**config.mk**
```make
export PLATFORM = sky130hd
export DESIGN_NAME = dram_cache_fill
export DESIGN_NICKNAME = d
export VERILOG_FILES = /design/src/rtl/dram_cache_fill.sv
export SDC_FILE = /design/constraint.sdc
export NUM_CORES = 1
export LEC_CHECK = 0
export ABC_AREA = 1
export CELL_PAD_IN_SITES_DETAIL_PLACEMENT = 0
export CELL_PAD_IN_SITES_GLOBAL_PLACEMENT = 1
export CORE_AREA = 2 2 677 679
export CTS_BUF_LIST = sky130_fd_sc_hd__clkbuf_8
export DETAILED_ROUTE_END_ITERATION = 6
export DIE_AREA = 0 0 679 681
export PLACE_DENSITY = 0.3
export SLEW_MARGIN = 20
export SYNTH_ARGS = -nofsm -noshare
export SYNTH_HDL_FRONTEND = slang
export SYNTH_SLANG_ARGS = --single-unit
export TNS_END_PERCENT = 50
```
**constraint.sdc**
```tcl
create_clock -name clk -period 3.06 [get_ports clk]
set_clock_uncertainty 0.1 [all_clocks]
set_input_delay 0.612 -clock clk [delete_from_list [all_inputs] [get_ports clk]]
set_output_delay 0.612 -clock clk [all_outputs]
set_load 0.05 [all_outputs]
```
**src/rtl/dram_cache_fill.sv**
```systemverilog
// Arbitrates cache-line fills (dirty) and memory refills (clean) into single-beat AXI writes
// carrying a {valid, dirty, tag, pad} tag word ahead of the line data.
module dram_cache_fill #(
    parameter int unsigned         ADDR_WIDTH      = 32,
    parameter int unsigned         DATA_WIDTH      = 512,
    parameter int unsigned         ID_WIDTH        = 4,
    parameter int unsigned         TAG_WIDTH       = 6,
    parameter int unsigned         BLANK_WIDTH     = 56,
    parameter int unsigned         TAG_SIZE        = 2 + TAG_WIDTH + BLANK_WIDTH,
    parameter int unsigned         INDEX_WIDTH     = 20,
    parameter int unsigned         OFFSET_WIDTH    = 6,
    parameter logic [ID_WIDTH-1:0] AWID_VALUE      = '0,
    parameter int unsigned         MAX_OUTSTANDING = 4
) (
    input  logic                             clk,
    input  logic                             rst_n,
    input  logic                             fill_valid_i,
    input  logic [ADDR_WIDTH+DATA_WIDTH-1:0] fill_data_i,
    output logic                             fill_ready_o,
    input  logic                             refill_valid_i,
    input  logic [ADDR_WIDTH+DATA_WIDTH-1:0] refill_data_i,
    output logic                             refill_ready_o,
    output logic [ID_WIDTH-1:0]              awid_o,
    output logic [ADDR_WIDTH-1:0]            awaddr_o,
    output logic                             awvalid_o,
    input  logic                             awready_i,
    output logic [TAG_SIZE+DATA_WIDTH-1:0]   wdata_o,
    output logic                             wlast_o,
    output logic                             wvalid_o,
    input  logic                             wready_i,
    input  logic [ID_WIDTH-1:0]              bid_i,
    input  logic [1:0]                       bresp_i,
    input  logic                             bvalid_i,
    output logic                             bready_o,
    output logic                             err_o
);

    localparam int unsigned TagLsb = INDEX_WIDTH + OFFSET_WIDTH;
    localparam int unsigned TagW   = ADDR_WIDTH - TagLsb;
    localparam int unsigned CntW   = $clog2(MAX_OUTSTANDING + 1);
    localparam logic [CntW-1:0] CntMax = CntW'(MAX_OUTSTANDING);

    typedef enum logic {StIdle, StSend} state_e;

    state_e                           state_q, state_d;
    logic                             aw_pend_q, aw_pend_d;
    logic                             w_pend_q, w_pend_d;
    logic                             rr_refill_q, rr_refill_d;
    logic                             err_q, err_d;
    logic [CntW-1:0]                  cnt_q, cnt_d;
    logic [ADDR_WIDTH-1:0]            awaddr_q, awaddr_d;
    logic [TAG_SIZE+DATA_WIDTH-1:0]   wdata_q, wdata_d;

    logic                             can_accept, grant_fill, grant_refill, accept;
    logic                             b_hs, b_dec;
    logic [ADDR_WIDTH+DATA_WIDTH-1:0] cap_line;
    logic [ADDR_WIDTH-1:0]            cap_addr;
    logic [DATA_WIDTH-1:0]            cap_data;
    logic                             unused_bid;

    assign unused_bid = ^bid_i;

    always_comb begin
        // Readies are held low during reset so nothing can look accepted before release.
        can_accept   = rst_n && (state_q == StIdle) && (cnt_q < CntMax);
        grant_refill = can_accept && refill_valid_i && (!fill_valid_i || rr_refill_q);
        grant_fill   = can_accept && fill_valid_i && !grant_refill;
        accept       = grant_fill || grant_refill;
        b_hs         = bvalid_i && bready_o;
        b_dec        = b_hs && (cnt_q != '0);

        cap_line = grant_refill ? refill_data_i : fill_data_i;
        cap_addr = cap_line[ADDR_WIDTH+DATA_WIDTH-1:DATA_WIDTH];
        cap_data = cap_line[DATA_WIDTH-1:0];

        state_d     = state_q;
        aw_pend_d   = aw_pend_q;
        w_pend_d    = w_pend_q;
        rr_refill_d = rr_refill_q;
        awaddr_d    = awaddr_q;
        wdata_d     = wdata_q;

        if (accept) begin
            state_d   = StSend;
            aw_pend_d = 1'b1;
            w_pend_d  = 1'b1;
            awaddr_d  = {{TagW{1'b0}}, cap_addr[TagLsb-1:OFFSET_WIDTH], {OFFSET_WIDTH{1'b0}}};
            wdata_d   = {1'b1, grant_fill, cap_addr[ADDR_WIDTH-1:TagLsb],
                         {BLANK_WIDTH{1'b0}}, cap_data};
            // Priority only moves when both sources competed for this grant.
            if (fill_valid_i && refill_valid_i) begin
                rr_refill_d = !rr_refill_q;
            end
        end else if (state_q == StSend) begin
            aw_pend_d = aw_pend_q && !awready_i;
            w_pend_d  = w_pend_q && !wready_i;
            if (!aw_pend_d && !w_pend_d) begin
                state_d = StIdle;
            end
        end

        unique case ({accept, b_dec})
            2'b10:   cnt_d = cnt_q + CntW'(1);
            2'b01:   cnt_d = cnt_q - CntW'(1);
            default: cnt_d = cnt_q;
        endcase

        err_d = err_q || (b_hs && (bresp_i != 2'b00));
    end

    always_ff @(posedge clk or negedge rst_n) begin
        if (!rst_n) begin
            state_q     <= StIdle;
            aw_pend_q   <= 1'b0;
            w_pend_q    <= 1'b0;
            rr_refill_q <= 1'b1;
            err_q       <= 1'b0;
            cnt_q       <= '0;
            awaddr_q    <= '0;
            wdata_q     <= '0;
        end else begin
            state_q     <= state_d;
            aw_pend_q   <= aw_pend_d;
            w_pend_q    <= w_pend_d;
            rr_refill_q <= rr_refill_d;
            err_q       <= err_d;
            cnt_q       <= cnt_d;
            awaddr_q    <= awaddr_d;
            wdata_q     <= wdata_d;
        end
    end

    assign fill_ready_o   = grant_fill;
    assign refill_ready_o = grant_refill;
    assign awid_o         = AWID_VALUE;
    assign awaddr_o       = awaddr_q;
    assign awvalid_o      = aw_pend_q;
    assign wdata_o        = wdata_q;
    assign wvalid_o       = w_pend_q;
    assign wlast_o        = w_pend_q;
    assign bready_o       = rst_n;
    assign err_o          = err_q;

endmodule

```
; ---- After elaboration in Yosys (flattened, before gate mapping)
; Cells that the tools add are included.
[word_totals]
reg_bits = 548
in_bits = 1101
output_inout_bits = 619
word_cells = 51
[classes]
add_sub_neg = 2
magnitude_cmp = 1
eq_ne = 2
muxes = 9
n_bitwise = 1
n_reduce_logical = 28
[ops]
columns = operator, count
row1 = 544-bit 2-to-1 mux, 1
row2 = 1-bit logical AND, 13
row3 = 1-bit zero test, 7
row4 = 1-bit 2-to-1 mux, 7
row5 = 3-bit one-hot mux with 2 select lines, 1
row6 = 2-bit nonzero test, 3
row7 = "3-bit by 1-bit adder with 3-bit output, second input constant", 1
row8 = 1-bit logical OR, 3
row9 = "3-bit < comparator, second input constant", 1
row10 = 3-bit nonzero test, 1
row11 = "3-bit by 1-bit subtractor with 3-bit output, second input constant", 1
row12 = "2-bit by 1-bit equality test with 1-bit output, second input constant", 1
row13 = "2-bit equality test, second input constant", 1
row14 = 2-bit AND reduction, 1
row15 = 1-bit inverter, 1

; ---- Depth between registers and ports, before layout
; Gate-level depths: netlist (run 1).
[logic_depth]
word_depth = 10
ltp_mapped = 12
depth_no_buf = 9

; ---- Least setup slack after synthesis (run 1)
; No wires, ideal clock.
[synth_timing]
kind = in2out
startpoint = in rst_n
endpoint = out fill_ready_o
arrival_ns = 1.789
required_time_ns = 2.348
path_slack_ns = 0.559
path_stages = 8
n_path_buf = 2
path_cell_list = inv_1 > nor2_1 > nand2_1 > nor2_2 > buf_2 > buf_2 > nand2_1 > inv_1
[synth_between]
elab_chain_cells = 6
elab_cells_between_ends = 7
cone_classes = 7 x reduce/logical
[synth_lines]
columns = item, line
row1 = from (decl), 16  ; input logic rst_n,
row2 = 1-bit logical AND (*) (2 in series), 65  ; can_accept = rst_n && (state_q == StIdle) && (cnt_q < CntMax);
row3 = 1-bit logical AND (2 in series), 66  ; grant_refill = can_accept && refill_valid_i && (!fill_valid_i || rr_refill_q);
row4 = 1-bit zero test, 67  ; grant_fill = can_accept && fill_valid_i && !grant_refill;
row5 = 1-bit logical AND (*), 67
row6 = to (decl), 19  ; output logic fill_ready_o,
; Mark *: on every way between the ends. The rest lies on a longest branch, timed or not.

; ---- Worst setup path in the final report (run 1)
; Ends and elaborated chain as after synthesis.

==> results.md, run 1 <==
* Worst reg-to-reg setup slack at 0.08 ns
* Avg WL per Cell at 28.2 um
* Number of distinct library cells after synthesis at 24
* Post-synth top area cell: dfrtp_1
* Worst-Margin Slew at 0.887 ns
* Avg Cell Area, Syn at 8.48 um^2
* CP required at 2.35 ns
* DR top layer: met5
* Pleak at 0.0232 uW
* Final critical-path required period at 3.04 ns
* Crit start category: input pin
* Met2 wire length at 164000 um
* Warnings from Yosys at 0
* Die Height at 681 um
* RePlAce Congestion at 0.882
* Filler cells at 52410
* Std cell rows at 248
* R2R Path Start: state_q
* CTS H-Tree Depth at 4
* GRT Total Usage at 13.3%
* CTS tree: done
* Worst R2R End: wdata_o[435]
* Peak VDD IR at 0.465 mV
* Routed wire length at 321000 um
* Endpoints failing hold at 0
* Critical path, cell by cell: dlygate4sd3_1, buf_8, inv_1, nor2_2, nand2_1, nor2_4, nand2_1, inv_1, buf_12
* Die X at 679 um
* Crit Path Class: in -> out
* Crit path launch: rst_n
* Top FF cell, synth: dfrtp_1
* Core footprint at 455000 um^2
* DP HPWL at 264000 um
* Area contributors post-synth: dfrtp_1 (51%), nand3_1 (20%), nand4_1 (13%)
* Total gr overflow at 0
* First-pass GRT wire length at 407000 um
* Final Core Density at 12.7%
* Slew headroom at 40.9%
* Post-synth top cells: nand3_1 (1077), nand2_1 (551), dfrtp_1 (547)
* Mean number of vias per cell at 3.11
* CP endpoint: fill_ready_o
* Pin count of the biggest net entering global routing at 99
* RSZ-0062 raised after global routing: true
* Initial antenna violation count at 108
* CTS root buf: clkbuf_8
* IO Port Bufs at 1631
* Async set or reset register ratio after synthesis at 100%
* Sink Count at 548
* Via count at 35350
* Vias in the first global route at 37832
* Clk slew on worst S/H paths at 0.05 ns
* Worst r2r path cells at 8
* Most frequent cell after synthesis: nand3_1
* Share of the synthesized area in the top cell type at 50.8%
* CP max-delay cell: dlygate4sd3_1
* Setup TNS at 0 ns
* Setup crit end kind: output port
* Drt pass-1 iters at 5
* Area grow syn2layout at 115%
* Worst Path Max Fanout at 5
* Layout cells sized above 1 at 11.0%
* Post-synth EDFFs at 0
* Die area at 462000 um^2
* Final setup fails at 0
* #FFs+latches synth at 548
* Num CTS Buffers at 143
* Hold Crit Class: in -> reg
* Seq/Total Area, Yosys at 50.9%
* CP peak stage delay at 0.67 ns
* Worst-Skew Late Latency at 0.95 ns
* DRC errors left at 0
* Nets at 6371
* Highest clock rate at 329 MHz
* Outcome: finished clean
* Synth Instances at 3177
* Bufs on Longest Clock Path at 4
* DR WL met3 at 31800 um
* Final Cycle Share at 99.2%
* Slew Limit Fails at 0
* Worst path arrival time at 2.32 ns
* Design Power at 61000 uW
* Post-DRT Antenna Nets at 0
* Pwr dens at 1060 nW/um^2
* Num ports at 1720
* Mapped Area at 26900 um^2
* Max-Cap Viols at 0
* Drt initial violations at 1871
* Starting density of the core at 5.92%
* M1 WL at 118000 um
==> metal layers <==
layer | up-vias | global-route usage, %
met4 | 68 | 2.94
met3 | 366 | 5.78
met5 | - | 0
li1 | 15591 | -
met1 | 17851 | 14.2
met2 | 1474 | 24.1
==> how the worst min path moves through the flow <==
| stage | startpoint | endpoint | slack (ns) | cells after the start |
|---|---|---|---|---|
| 2_1_floorplan | rst_n | awaddr_o[10] | 0.22 | 0 |
| 3_3_place_gp | wdata_o[575] | wdata_o[575] | 0.36 | 2 |
| 3_5_place_dp | cnt_q[0] | cnt_q[0] | 0.36 | 1 |
| 4_1_cts | refill_data_i[522] | awaddr_o[10] | 0.00008 | 3 |
| 5_1_grt | refill_data_i[180] | wdata_o[180] | 0.07 | 3 |
| 6_report | refill_data_i[101] | wdata_o[101] | 0.19 | 3 |
==> registers in the layout, summed over array words and instances, names as in the netlist <==
signal	count
wdata_o	520
err_o	1
cnt_q	3
awaddr_o	20
awvalid_o	1
rr_refill_q	1
wlast_o	1
state_q	1
==> timing repair <==
| action | in CTS | in global routing |
|---|---|---|
| endpoints found under the setup margin | 210 | 74 |
| setup buffers | 2 | 1 |
| pin swaps | 2 | 1 |
| hold buffers | 513 | 0 |
| endpoints found under the hold margin | 528 | 0 |
| resized for setup | 222 | 1 |
==> critical path, delay by kind of cell <==
| kind | cells | cell delay, ns |
|---|---|---|
| buffers and inverters | 5 | 1.20 |
| and+or+nand+nor | 4 | 0.50 |
==> kinds of logic (layout without fill, tap and decap cells) <==
logic type | Yosys count | count (layout) | synth area share [%]
fa+ha+maj | 2 | 2 | 0.121
other cells | 1 | 115 | 0.0139
buf+inv | 443 | 2536 | 8.33
simple gates | 2172 | 2172 | 40.3
flops | 548 | 548 | 50.9
compound gates | 8 | 8 | 0.195
xor+xnor | 3 | 3 | 0.0976
==> stage by stage <==
stage	hold slack (ns)	cells	area (um^2)	setup WS (ns)
after global placement	0.362	10607	50200	-0.0127
final	0.189	11384	57800	0.0231
after CTS	0.0000816	11340	57700	-0.228
after detailed placement	0.364	10607	50200	-0.0218
after floorplan	0.216	3248	27200	0.559
after global routing	0.0726	11362	57800	-0.109
==> area by class of cell <==
class	count	area (um^2)	share of cell area, %
Inverter	11	43.8	0.0757
Clock inverter	50	255	0.441
Antenna cell	43	108	0.186
Clock buffer	168	2310	4.00
Timing Repair Buffer	2307	22600	39.1
Multi-Input combinational cell	2257	11300	19.5
Tap cell	6000	7510	13.0
Sequential cell	548	13700	23.7
==> cell usage in the layout (no fill, tap or decap), types with 43 or more instances in the layout <==
| cell type | count |
|---|---|
| nand2_1 | 550 |
| buf_4 | 331 |
| clkdlybuf4s50_1 | 1192 |
| dlygate4sd3_1 | 513 |
| buf_12 | 61 |
| conb_1 | 72 |
| nand4_1 | 539 |
| dfrtp_1 | 546 |
| dlygate4sd2_1 | 202 |
| clkbuf_8 | 168 |
| inv_1 | 43 |
| nand3_1 | 1077 |
| diode_2 | 43 |
==> report_power, final <==
group / internal, uW / total (uW) / switching [uW]
sequential: 10800 / 14200 / 3410
clock: 4920 / 9500 / 4580
combinational: 9910 / 37300 / 27400
Note: power is estimated with default switching activity, not from simulation.
==> run 2: changes to the inputs <==
--- a/config.mk
+++ b/config.mk
@@ -6,12 +6,14 @@
 export NUM_CORES = 1
 export LEC_CHECK = 0
 export ABC_AREA = 1
+export ABC_CLOCK_PERIOD_IN_PS = 3060
 export CELL_PAD_IN_SITES_DETAIL_PLACEMENT = 0
 export CELL_PAD_IN_SITES_GLOBAL_PLACEMENT = 1
 export CORE_AREA = 2 2 677 679
 export CTS_BUF_LIST = sky130_fd_sc_hd__clkbuf_8
 export DETAILED_ROUTE_END_ITERATION = 6
 export DIE_AREA = 0 0 679 681
+export HOLD_SLACK_MARGIN = 0.1
 export PLACE_DENSITY = 0.3
 export SLEW_MARGIN = 20
 export SYNTH_ARGS = -nofsm -noshare
==> results.md, run 2 (synthesis gave the netlist of run 1 again) <==
* Outcome: finished clean
* CP required at 2.35 ns
* Initial antenna violation count at 91
* Via count at 37121
* Nets at 6839
* Sink Count at 548
* GRT Total Usage at 13.4%
* FF+latch area at 13700 um^2
* Setup crit end kind: output port
* Hold Crit Class: in -> reg
* Max reg flops at 520
* Crit Path Class: in -> out
* Commonest cells after routing, fill and taps aside: clkdlybuf4s50_1 (1192), nand3_1 (1077), dlygate4sd3_1 (979), nand2_1 (549), dfrtp_1 (546)
* Final Cycle Share at 97.8%
* Crit path launch: rst_n
* Num CTS Buffers at 143
* Pin count of the biggest net entering global routing at 99
* Max-Cap Viols at 0
* Final critical-path required period at 2.99 ns
* CP peak stage delay at 0.70 ns
* Worst-Skew Late Latency at 0.95 ns
* Drt initial violations at 1950
* Die area at 462000 um^2
* Die X at 679 um
* Fin cells at 11850
* Worst-Margin Slew at 0.864 ns
* Placed Cells at 10607
* WP buf/inv at 6
* Critical path, cell by cell: dlygate4sd3_1, buf_8, inv_1, nor2_4, nand4_1, buf_6, nand2_4, inv_2, buf_12
* R2R Path Start: state_q
* Bufs on Longest Clock Path at 4
* Slew headroom at 42.4%
* Post-DRT Antenna Nets at 0
* Routed wire length at 323000 um
* Worst reg-to-reg setup slack at 0.07 ns
* Starting density of the core at 5.92%
* Crit start category: input pin
* Area grow syn2layout at 132%
* CTS tree: done
* Highest clock rate at 334 MHz
* Final Core Density at 13.7%
* RePlAce Congestion at 0.882
* Pwr dens at 1010 nW/um^2
* CTS H-Tree Depth at 4
* Vias in the first global route at 40100
* Worst path arrival time at 2.28 ns
* Fin area at 62500 um^2
* Hold path start: fill_data_i[462]
* DRC errors left at 0
* Die Height at 681 um
* Num ports at 1720
* Endpoints failing hold at 0
* IO Port Bufs at 1631
* Fin worst setup slack at 0.0675 ns
* CTS root buf: clkbuf_8
* Slew Limit Fails at 0
* Filler cells at 52271
* Avg WL per Cell at 27.3 um
* Std cell rows at 248
* Post-place setup slack at -0.0218 ns
* Clk slew on worst S/H paths at 0.05 ns
* Core footprint at 455000 um^2
* Placed standard-cell area at 50200 um^2
* Commonest non-fill, non-tap cell in the layout: clkdlybuf4s50_1
* Mean number of vias per cell at 3.13
* CP max-delay cell: dlygate4sd3_1
* DP HPWL at 264000 um
* Peak VDD IR at 0.456 mV
* Area of the multi-input gates at 11300 um^2
* CP top delay family: buffers and inverters
* Drt pass-1 iters at 5
* Pleak at 0.0253 uW
* Total gr overflow at 0
* Layout cells sized above 1 at 10.2%
* Final setup fails at 0
* Worst Path Max Fanout at 5
* First-pass GRT wire length at 414000 um
-- run 2: repair_timing --
| item | in CTS | in global routing |
|---|---|---|
| resized for setup | 222 | 8 |
| pin swaps | 2 | 2 |
| hold endpoints to repair | 769 | 194 |
| hold buffers | 978 | 2 |
| endpoints found under the setup margin | 210 | 176 |
| setup buffers | 2 | 4 |
-- run 2: path summary, 6_finish.rpt --
path                           endpoint  depth (start not counted)
setup / recovery           fill_ready_o                          9
hold / removal             wdata_o[462]                          3
setup reg to reg           wdata_o[486]                          8
hold reg to reg            wdata_o[575]                          2
max in group asynchronous  wdata_o[143]                          4
min in group asynchronous  wdata_o[355]                          3
-- run 2: worst register-to-register path, stage by stage, from the launching register on --
cell and delay, ns:
dfrtp_2 0.50, buf_4 0.25, nor3_4 0.38, o21ai_4 0.12
buf_12 0.18, buf_12 0.16, nand2_1 0.52, nand3_1 0.09
dlygate4sd3_1 0.56
-- run 2: layout make-up --
cell class | instances | share of cell area (%)
multi-input cells | 2257 | 18.0
inverters | 11 | 0.0780
clock buffers | 168 | 3.70
well taps | 6000 | 12.0
repair buffers | 2775 | 43.7
clock inverters | 50 | 0.408
diodes | 41 | 0.164
flip-flops and latches | 548 | 21.9
-- run 2: per-layer routing --
metal	track usage, %	vias to the layer above	routed length (um)
li1	-	16525	-
met1	14.5	18776	121000
met2	24.4	1452	165000
met3	5.35	326	30100
met4	2.85	42	7090
met5	0	-	270
-- run 2: report_power, final --
part | switching [uW] | internal [uW] | leakage, uW
Clock | 4610 | 4920 | 0.00145
Sequential | 3430 | 10800 | 0.00674
Combinational | 27900 | 11700 | 0.0171
-- run 2: stage by stage --
step / power [uW] / hold WS [ns] / setup TNS (ns)
2_1_floorplan: 31600 / 0.216 / 0
3_3_place_gp: 52900 / 0.362 / -0.0127
3_5_place_dp: 52700 / 0.364 / -0.0218
4_1_cts: 65600 / 0.100 / -0.259
5_1_grt: 67200 / 0.174 / -0.0193
6_report: 63300 / 0.281 / 0
